File: src/rtl/morse_emit_char.sv
// morse_emit_char: Morse character transmitter.
//
// Accepts one character (element pattern + length + word_end) over a valid/ready handshake and
// keys the `signal` line with dit/dah marks, dit-length inter-element spaces and a trailing
// character gap (dah_time+1 ticks) or word gap (word_time+1 ticks). All timing is counted in
// ce-asserted clock cycles.
//
// Ports
//   clk, rst_n         clock, asynchronous active-low reset
//   ce                 clock enable; every tick and state change requires ce=1
//   dit_time/dah_time/word_time   element, character-gap and word-gap times (0 treated as 1)
//   valid / ready      character handshake; ready = idle & ce
//   len, dits_dahs     element count and pattern (bit i = element i, 1 = dah)
//   word_end           follow the character with a word gap instead of a character gap
//   signal             keyed line, 1 = mark
//   ceo                one-cycle pulse (on a ce=1 cycle) once the trailing gap completes
//   abort              only with MORSE_EMIT_ABORT_EN: drop the character in flight
//
// Optional feature macro: MORSE_EMIT_ABORT_EN (adds the abort input).
module morse_emit_char #(
   parameter int unsigned PULSE_CNT_W   = 12,
   parameter int unsigned MORSE_LEN_W   = 4,
   parameter int unsigned MAX_MORSE_LEN = 8,
   parameter int          DEBUG         = 0
) (
   input  logic                     clk,
   input  logic                     rst_n,
   input  logic                     ce,
`ifdef MORSE_EMIT_ABORT_EN
   input  logic                     abort,
`endif
   input  logic [PULSE_CNT_W-1:0]   dit_time,
   input  logic [PULSE_CNT_W-1:0]   dah_time,
   input  logic [PULSE_CNT_W-1:0]   word_time,
   input  logic                     valid,
   output logic                     ready,
   input  logic [MORSE_LEN_W-1:0]   len,
   input  logic [MAX_MORSE_LEN-1:0] dits_dahs,
   input  logic                     word_end,
   output logic                     signal,
   output logic                     ceo
);

   localparam logic [PULSE_CNT_W-1:0] CntOne = PULSE_CNT_W'(1);
   localparam logic [MORSE_LEN_W-1:0] LenMax = MORSE_LEN_W'(MAX_MORSE_LEN);
   localparam logic [MORSE_LEN_W-1:0] LenOne = MORSE_LEN_W'(1);

   typedef enum logic [1:0] {StIdle, StMark, StSpace, StGap} state_e;

   state_e                   state_q, state_d;
   logic [PULSE_CNT_W-1:0]   cnt_q, cnt_d;
   logic [MAX_MORSE_LEN-1:0] pat_q, pat_d;
   logic [MORSE_LEN_W-1:0]   rem_q, rem_d;
   logic [PULSE_CNT_W-1:0]   dit_q, dit_d;
   logic [PULSE_CNT_W-1:0]   dah_q, dah_d;
   logic [PULSE_CNT_W-1:0]   word_q, word_d;
   logic                     word_end_q, word_end_d;
   logic                     signal_q, signal_d;
   logic                     ceo_q, ceo_d;

   logic [PULSE_CNT_W-1:0]   dit_n, dah_n, word_n;
   logic [MORSE_LEN_W-1:0]   len_c;

   function automatic logic [PULSE_CNT_W-1:0] nz(input logic [PULSE_CNT_W-1:0] t);
      return (t == '0) ? CntOne : t;
   endfunction

   assign ready  = (state_q == StIdle) & ce;
   assign signal = signal_q;
   // ceo_q is held across ce=0 cycles so the pulse lands on the next ce=1 cycle.
   assign ceo    = ceo_q & ce;

   always_comb begin
      state_d    = state_q;
      cnt_d      = cnt_q;
      pat_d      = pat_q;
      rem_d      = rem_q;
      dit_d      = dit_q;
      dah_d      = dah_q;
      word_d     = word_q;
      word_end_d = word_end_q;
      signal_d   = signal_q;
      ceo_d      = ceo_q;

      dit_n  = nz(dit_time);
      dah_n  = nz(dah_time);
      word_n = nz(word_time);
      len_c  = (len > LenMax) ? LenMax : len;

      if (ce) begin
         ceo_d = 1'b0;
         // Marks/spaces load time-1 and expire at 0; gaps load time and expire at 0,
         // giving time+1 ticks without needing a wider counter.
         unique case (state_q)
            StIdle: begin
               if (valid) begin
                  dit_d      = dit_n;
                  dah_d      = dah_n;
                  word_d     = word_n;
                  word_end_d = word_end;
                  if (len_c == '0) begin
                     state_d  = StGap;
                     signal_d = 1'b0;
                     cnt_d    = word_end ? word_n : dah_n;
                     pat_d    = dits_dahs;
                     rem_d    = '0;
                  end else begin
                     state_d  = StMark;
                     signal_d = 1'b1;
                     cnt_d    = (dits_dahs[0] ? dah_n : dit_n) - CntOne;
                     pat_d    = dits_dahs >> 1;
                     rem_d    = len_c - LenOne;
                  end
               end
            end
            StMark: begin
               if (cnt_q == '0) begin
                  signal_d = 1'b0;
                  if (rem_q != '0) begin
                     state_d = StSpace;
                     cnt_d   = dit_q - CntOne;
                  end else begin
                     state_d = StGap;
                     cnt_d   = word_end_q ? word_q : dah_q;
                  end
               end else begin
                  cnt_d = cnt_q - CntOne;
               end
            end
            StSpace: begin
               if (cnt_q == '0) begin
                  state_d  = StMark;
                  signal_d = 1'b1;
                  cnt_d    = (pat_q[0] ? dah_q : dit_q) - CntOne;
                  pat_d    = pat_q >> 1;
                  rem_d    = rem_q - LenOne;
               end else begin
                  cnt_d = cnt_q - CntOne;
               end
            end
            StGap: begin
               if (cnt_q == '0) begin
                  state_d = StIdle;
                  ceo_d   = 1'b1;
               end else begin
                  cnt_d = cnt_q - CntOne;
               end
            end
            default: state_d = StIdle;
         endcase

`ifdef MORSE_EMIT_ABORT_EN
         if (abort && (state_q != StIdle)) begin
            state_d  = StIdle;
            signal_d = 1'b0;
            ceo_d    = 1'b0;
            cnt_d    = '0;
         end
`endif
      end
   end

   always_ff @(posedge clk or negedge rst_n) begin
      if (!rst_n) begin
         state_q    <= StIdle;
         cnt_q      <= '0;
         pat_q      <= '0;
         rem_q      <= '0;
         dit_q      <= '0;
         dah_q      <= '0;
         word_q     <= '0;
         word_end_q <= 1'b0;
         signal_q   <= 1'b0;
         ceo_q      <= 1'b0;
      end else begin
         state_q    <= state_d;
         cnt_q      <= cnt_d;
         pat_q      <= pat_d;
         rem_q      <= rem_d;
         dit_q      <= dit_d;
         dah_q      <= dah_d;
         word_q     <= word_d;
         word_end_q <= word_end_d;
         signal_q   <= signal_d;
         ceo_q      <= ceo_d;
      end
   end

   if (DEBUG != 0) begin : g_debug
`ifndef SYNTHESIS
      always @(posedge clk) begin
         if (valid && ready) begin
            $display("morse_emit_char: accept pattern=%b len=%0d word_end=%0b",
                     dits_dahs, len, word_end);
         end
      end
`endif
   end

endmodule

File: config.mk
export PLATFORM = sky130hd
export DESIGN_NAME = morse_emit_char
export DESIGN_NICKNAME = d
export VERILOG_FILES = /design/src/rtl/morse_emit_char.sv
export SDC_FILE = /design/constraint.sdc
export NUM_CORES = 1
export LEC_CHECK = 0
export CAP_MARGIN = 20
export CELL_PAD_IN_SITES_DETAIL_PLACEMENT = 2
export CELL_PAD_IN_SITES_GLOBAL_PLACEMENT = 2
export CORE_MARGIN = 8
export CORE_UTILIZATION = 36
export CTS_BUF_LIST = sky130_fd_sc_hd__clkbuf_4
export DETAILED_ROUTE_END_ITERATION = 10
export PLACE_DENSITY_LB_ADDON = 0.3
export SYNTH_ARGS = -nofsm -noshare
export SYNTH_HDL_FRONTEND = slang
export SYNTH_SLANG_ARGS = --single-unit
File: constraint.sdc
create_clock -name clk -period 2.9 [get_ports clk]
set_input_delay 0.435 -clock clk [delete_from_list [all_inputs] [get_ports clk]]
set_output_delay 0.435 -clock clk [all_outputs]
set_load 0.02 [all_outputs]
==> metrics.txt, run 1 <==
run status=finished, final reports clean; I/O pin cnt=56; number of nets in the finished design=712; CTS tree=done; total placed instance area=around 6000 µm²; maximum VDD drop=slightly below 0.5 mV; via count of the first global-routing pass=about 5.8k; number of distinct library cell variants in the gate-level netlist after synthesis=62; predominant post-synthesis flop cell=dfrtp_1; core area=13300 µm²; commonest cells after routing, fill and taps aside=dfrtp_1, nand2_1, clkdlybuf4s50_1; clock input transition at the sequential cells of the worst setup and hold paths=between 0.1 and 0.15 ns; count of inserted antenna diode cells=0; count of flip-flops with a built-in enable after synthesis=0; final standard cell count with taps included and fillers excluded=830; Yosys reg bits=65; arrival time at the worst endpoint=~3.3 ns; final-report hold violation count=0; placement row count=42; startpoint type of the worst setup path=input port; final max-slew violation count=0; type of element capturing the critical path=register; Tmin final=2.89 ns; Buffers on Ports=55; sequential fraction of the synthesis area=33.0%; total wirelength of the detailed-routed design=about 23000 µm; iteration-0 DRC count of the detailed router=roughly 380; LEAKAGE=2.51 nW; clock tree skew after final layout=0.0141 ns; Horiz. Die Dim=roughly 130 µm; antenna violations before repair=0; Remaining DRCs=0; worst endpoint required time=around 3.3 ns; largest net degree at the start of global routing=66; pwr/cell area=932 nW/µm²; count of nets left with antenna violations after detail routing=0; design area=slightly above 6000 µm²; Critical path origin=dah_time[11]; detailed-route wire length per cell=between 20 and 30 µm; total CTS buffers=9; sink count of the clock tree=65; clock insertion delay at the later pin of the skew report=~0.44 ns; synth warn=0; overflow left after global routing=0; number of detailed-routing iterations run before antenna repair=5; H-tree lvl count=3; ratio of cells with drive above 1 in the final layout=between 20% and 30%; number of nets produced by synthesis=about 630; Design Power=approximately 5.8 mW; y dimension of the die=133 µm; die footprint=between 15000 and 20000 µm²; # Max-Cap Violations=0; worst min path class=input port to async pin; Cell Count Post-Placement=814; Mapped Avg Cell Area=8.72 µm²; number of vias per cell=slightly above 6; global-route wire length before repair=roughly 34000 µm; fraction of registers with async set or reset after synthesis=100%; relative max-transition margin=between 30 and 40%; fraction of the cycle the final worst path needs=between 90 and 100%; Post-CTS Hold Buffers=0; critical path peak fanout=3; layout-stage area growth over the synthesis result=26.2%; share of the core filled with cells in the final layout=between 40% and 50%; startpoint of the worst-slack reg-to-reg timing path=dit_q[1]$_DFFE_PN0P_; initial cell density of the core=a little under two fifths; Root Buffer=clkbuf_4; most frequent standard cell in the layout excluding fill and tap cells=dfrtp_1; pin slew with the least headroom to its limit=0.952 ns; routability congestion estimate=0.928; maximum buffer depth of the clock tree=2; total number of vias=a little over 5k; hpwl dp=around 16000 µm; total setup buffers inserted after CTS=0; post-synthesis cell count=566; Synth Cell Area=4940 µm²; combined global-route utilization of all metal layers=roughly a quarter; WS Path Type=input port to register; final setup violation count=0; fmax=between 300 and 400 MHz; Min Hold Slack=~0.16 ns
cells in the mapped netlist, types with 5 or more instances:
library cell | instances | area, µm²
a31oi_1 | 5 | 31.3
nand3_1 | 9 | 45.0
o21ai_0 | 29 | 145
o22ai_1 | 6 | 37.5
nor2b_1 | 7 | 43.8
dfrtp_1 | 65 | 1630
mux2_2 | 39 | 439
or4_1 | 6 | 45.0
or2_2 | 5 | 31.3
o31ai_1 | 8 | 60.1
a21o_1 | 5 | 37.5
nor3b_1 | 7 | 52.6
buf_1 | 7 | 26.3
a21oi_1 | 37 | 185
xor2_1 | 14 | 123
mux2i_1 | 36 | 360
nor4_1 | 13 | 81.3
nand2_1 | 58 | 218
ha_1 | 10 | 125
clkbuf_1 | 25 | 93.8
inv_1 | 17 | 63.8
nor3_1 | 19 | 95.1
xnor2_1 | 16 | 140
nor2_1 | 41 | 154
a211oi_1 | 13 | 97.6
kinds of logic (layout without fill, tap and decap cells):
kind of cell               count (synthesis)  after routing  share of synthesized area, %
and+or+nand+nor                          187            187                          19.1
AOI/OAI and AO/OA                        145            145                          19.5
muxes                                     75             75                          16.2
DFF                                       65             65                          33.0
buffers and inverters                     54            142                          4.36
xor gates and xnor gates                  30             30                          5.32
adders and majority gates                 10             10                          2.53
critical path, stage by stage:
cell	delay, ns
clkdlybuf4s50_1	0.47
nor4_4	0.37
a41oi_2	0.20
mux2_4	0.30
ha_1	0.23
nor4b_4	0.15
o22ai_2	0.31
buf_4	0.19
xor2_1	0.08
a21oi_1	0.21
o22ai_1	0.11
a31oi_1	0.20
per-layer routing:
metal	part of all wire [%]	track usage [%]	up-vias
met5	0	0	-
met4	3.4	8.36	0
met3	6.4	4.81	59
met2	50	41.7	218
met1	40	30.2	2634
li1	-	-	2256
power breakdown:
group | internal [mW] | leakage, nW | switching, mW | total (mW)
Sequential | 1.33 | 0.789 | 0.633 | 1.97
Clock | 0.260 | 0.0679 | 0.405 | 0.666
Combinational | 1.34 | 1.65 | 1.84 | 3.17
Total | 2.93 | 2.51 | 2.87 | 5.81
repair_timing:
| action | 4_1_cts | 5_1_grt |
|---|---|---|
| resized for setup | 8 | 9 |
| setup endpoints to repair | 4 | 5 |
| pin swaps | 0 | 4 |
path summary, 6_finish.rpt:
path,cells past startpoint,end,slack (ns)
min in group clk,2,pat_q[2]$_DFFE_PN0P_,0.52
max reg2reg,8,cnt_q[10]$_DFFE_PN0P_,0.11
min,2,dit_q[9]$_DFFE_PN0P_,0.16
max in group asynchronous,2,cnt_q[7]$_DFFE_PN0P_,2.11
min reg2reg,2,pat_q[2]$_DFFE_PN0P_,0.52
max,12,cnt_q[6]$_DFFE_PN0P_,0.007
flip-flops by register name, summed over array words and instances, names as in the netlist:
signal / count
word_end_q: 1
ceo_q: 1
dit_q: 12
signal: 1
pat_q: 8
rem_q: 4
cnt_q: 12
word_q: 12
dah_q: 12
state_q: 2
final cells by class:
cell class                      instances  area, µm²
Clock buffer                            9       67.6
Clock inverter                          7       71.3
Fill cell                            1445       7070
Inverter                               17       63.8
Multi-Input combinational cell        447       3200
Sequential cell                        65       1630
Tap cell                              176        220
Timing Repair Buffer                  109        976
metrics by stage:
step	worst slack (ns)	setup TNS, ns
floorplan	0.0436	0
global placement	-0.258	-0.980
detailed placement	-0.514	-2.29
CTS	0.00124	0
global route	-0.0857	-0.104
finish	0.00653	0
No activity file was read; power rests on OpenSTA's default activity.
==> run 2, diff against run 1 <==
- CELL_PAD_IN_SITES_DETAIL_PLACEMENT: 2 -> 1
- TNS_END_PERCENT: not set -> 100
==> run 2 against run 1 <==
Combinational power decreased by 6.9%; non-clock buffer count unchanged; power is 2.9% lower; flip-flop and latch count did not move; hold slack better by 0.023 ns; sequential share of layout area up 0.063 points; count of clock-buffer cells in the layout unchanged; register-to-register slack better by 0.11 ns; via count is 7.9% lower; critical path depth is the same; global-route usage down 4.4 points; highest routed layer unchanged; clock power is 19% higher.
==> metrics.txt, run 2 (synthesis results as in run 1) <==
clock tree skew after final layout=between 0.02 and 0.025 ns; fmax=365 MHz; pwr/cell area=approximately 910 nW/µm²; family with the most delay on the worst path=compound AO/OA/AOI/OAI gates; sink count of the clock tree=65; Resized cells post-CTS=0; hpwl dp=~14000 µm; clock input transition at the sequential cells of the worst setup and hold paths=approximately 0.13 ns; LEAKAGE=2.53 nW; run status=finished, final reports clean; design area=6210 µm²; terminus of the critical flop-to-flop path=cnt_q[8]$_DFFE_PN0P_; overflow left after global routing=0; number of detailed-routing iterations run before antenna repair=4; Worst Setup Slack, final=around 0.16 ns; Placement Setup Slack=-0.422 ns; worst-path cell chain=clkdlybuf4s50_1, nor3_1, buf_4, a41oi_1, mux2_2, ha_1, nor4bb_4, o22ai_2, nor3_1, xnor2_1, o21a_1, o31ai_1; total wirelength of the detailed-routed design=17500 µm; worst min path class=input port to async pin; minimum setup slack among reg-to-reg paths=around 0.22 ns; routability congestion estimate=between 0.9 and 1; critical path peak fanout=3; startpoint type of the worst setup path=input port; I/O pin cnt=56; largest net degree at the start of global routing=66; Buffers on Ports=55; final-report hold violation count=0; commonest cells after routing, fill and taps aside=dfrtp_1, nand2_1, clkdlybuf4s50_1; placement row count=42; number of nets in the finished design=slightly above 700; detailed-route wire length per cell=approximately 21 µm; via count of the first global-routing pass=5115; maximum VDD drop=0.441 mV; clock insertion delay at the later pin of the skew report=approximately 0.44 ns; number of vias per cell=around 5.7; WS Path Type=input port to register; relative max-transition margin=between 40% and 50%; arrival time at the worst endpoint=slightly above 3 ns; final max-slew violation count=0; maximum buffer depth of the clock tree=2; most frequent standard cell in the layout excluding fill and tap cells=dfrtp_1; H-tree lvl count=3; worst endpoint required time=between 3 and 4 ns; count of nets left with antenna violations after detail routing=0; total number of vias=about 4.8k; iteration-0 DRC count of the detailed router=195; footprint of the flip-flops and latches=roughly 1600 µm²; antenna violations before repair=1; pin slew with the least headroom to its limit=around 0.9 ns; ratio of cells with drive above 1 in the final layout=roughly a fifth; Post-CTS Hold Buffers=0; die footprint=roughly 18000 µm²; share of the core filled with cells in the final layout=46.7%; fraction of the cycle the final worst path needs=94.5%; startpoint of the worst-slack reg-to-reg timing path=cnt_q[5]$_DFFE_PN0P_; Remaining DRCs=0; Horiz. Die Dim=133 µm; CTS tree=done; largest stage delay on the critical path=around 0.5 ns; initial cell density of the core=around 37%; Tmin final=between 2 and 3 ns; combined global-route utilization of all metal layers=20.0%; # Max-Cap Violations=0; Root Buffer=clkbuf_4; global-route wire length before repair=around 28000 µm; core area=13300 µm²; critical path buffer and inverter count=2; number of cells on the worst reg-to-reg path=6; slowest stage cell, crit path=clkdlybuf4s50_1; y dimension of the die=between 100 and 150 µm; Layout fillers=about 1.6k; total placed instance area=5990 µm²; final setup violation count=0; cell occurring most often along the worst timing path=nor3_1; total CTS buffers=9; total setup buffers inserted after CTS=0; aggregate negative setup slack=0 ns; layout-stage area growth over the synthesis result=25.9%; type of element capturing the critical path=register; area of combinational cells with multiple inputs=approximately 3100 µm²
-- run 2: worst max path at each step --
stage / start / endpoint / slack [ns] / cells after the start
2_1_floorplan: dits_dahs[0] / cnt_q[4]$_DFFE_PN0P_ / 0.04 / 11
3_3_place_gp: dah_time[10] / cnt_q[6]$_DFFE_PN0P_ / -0.26 / 12
3_5_place_dp: dah_time[9] / cnt_q[8]$_DFFE_PN0P_ / -0.42 / 12
4_1_cts: dah_time[9] / cnt_q[6]$_DFFE_PN0P_ / 0.04 / 13
5_1_grt: dit_time[7] / cnt_q[10]$_DFFE_PN0P_ / -0.008 / 12
6_report: dit_time[7] / cnt_q[10]$_DFFE_PN0P_ / 0.16 / 12
-- run 2: area by class of cell --
type,instances,area share [%]
Multi-Input combinational cell,447,50.7
Sequential cell,65,26.2
Timing Repair Buffer,109,15.7
Tap cell,176,3.54
Clock inverter,7,1.75
Clock buffer,9,1.09
Inverter,17,1.03
Antenna cell,1,0.0403
-- run 2: stage by stage --
stage                     cells  hold WS (ns)  total power, mW
after global routing        831         0.239             6.05
after global placement      814         0.463             4.70
final                       831         0.188             5.64
after floorplan             566         0.139             3.76
after CTS                   830         0.213             5.63
after detailed placement    814         0.474             4.82
-- run 2: routing by layer --
layer | track usage (%) | routed length, µm
met4 | 4.80 | 221
met2 | 32.8 | 8320
met1 | 26.9 | 8100
met5 | 0 | 0
met3 | 3.46 | 896
-- run 2: worst reg2reg max path, stage by stage (launching register included) --
cell and delay [ns]:
dfrtp_1 0.45, or4_1 0.69, or4_4 0.70, a21oi_4 0.27, nor2_1 0.12, o21ai_0 0.19, a31oi_1 0.11
-- run 2: where the power goes --
group | total, mW | internal, mW | switching (mW)
sequential | 1.90 | 1.34 | 0.560
clock | 0.795 | 0.429 | 0.365
combinational | 2.95 | 1.33 | 1.62
total | 5.64 | 3.09 | 2.55
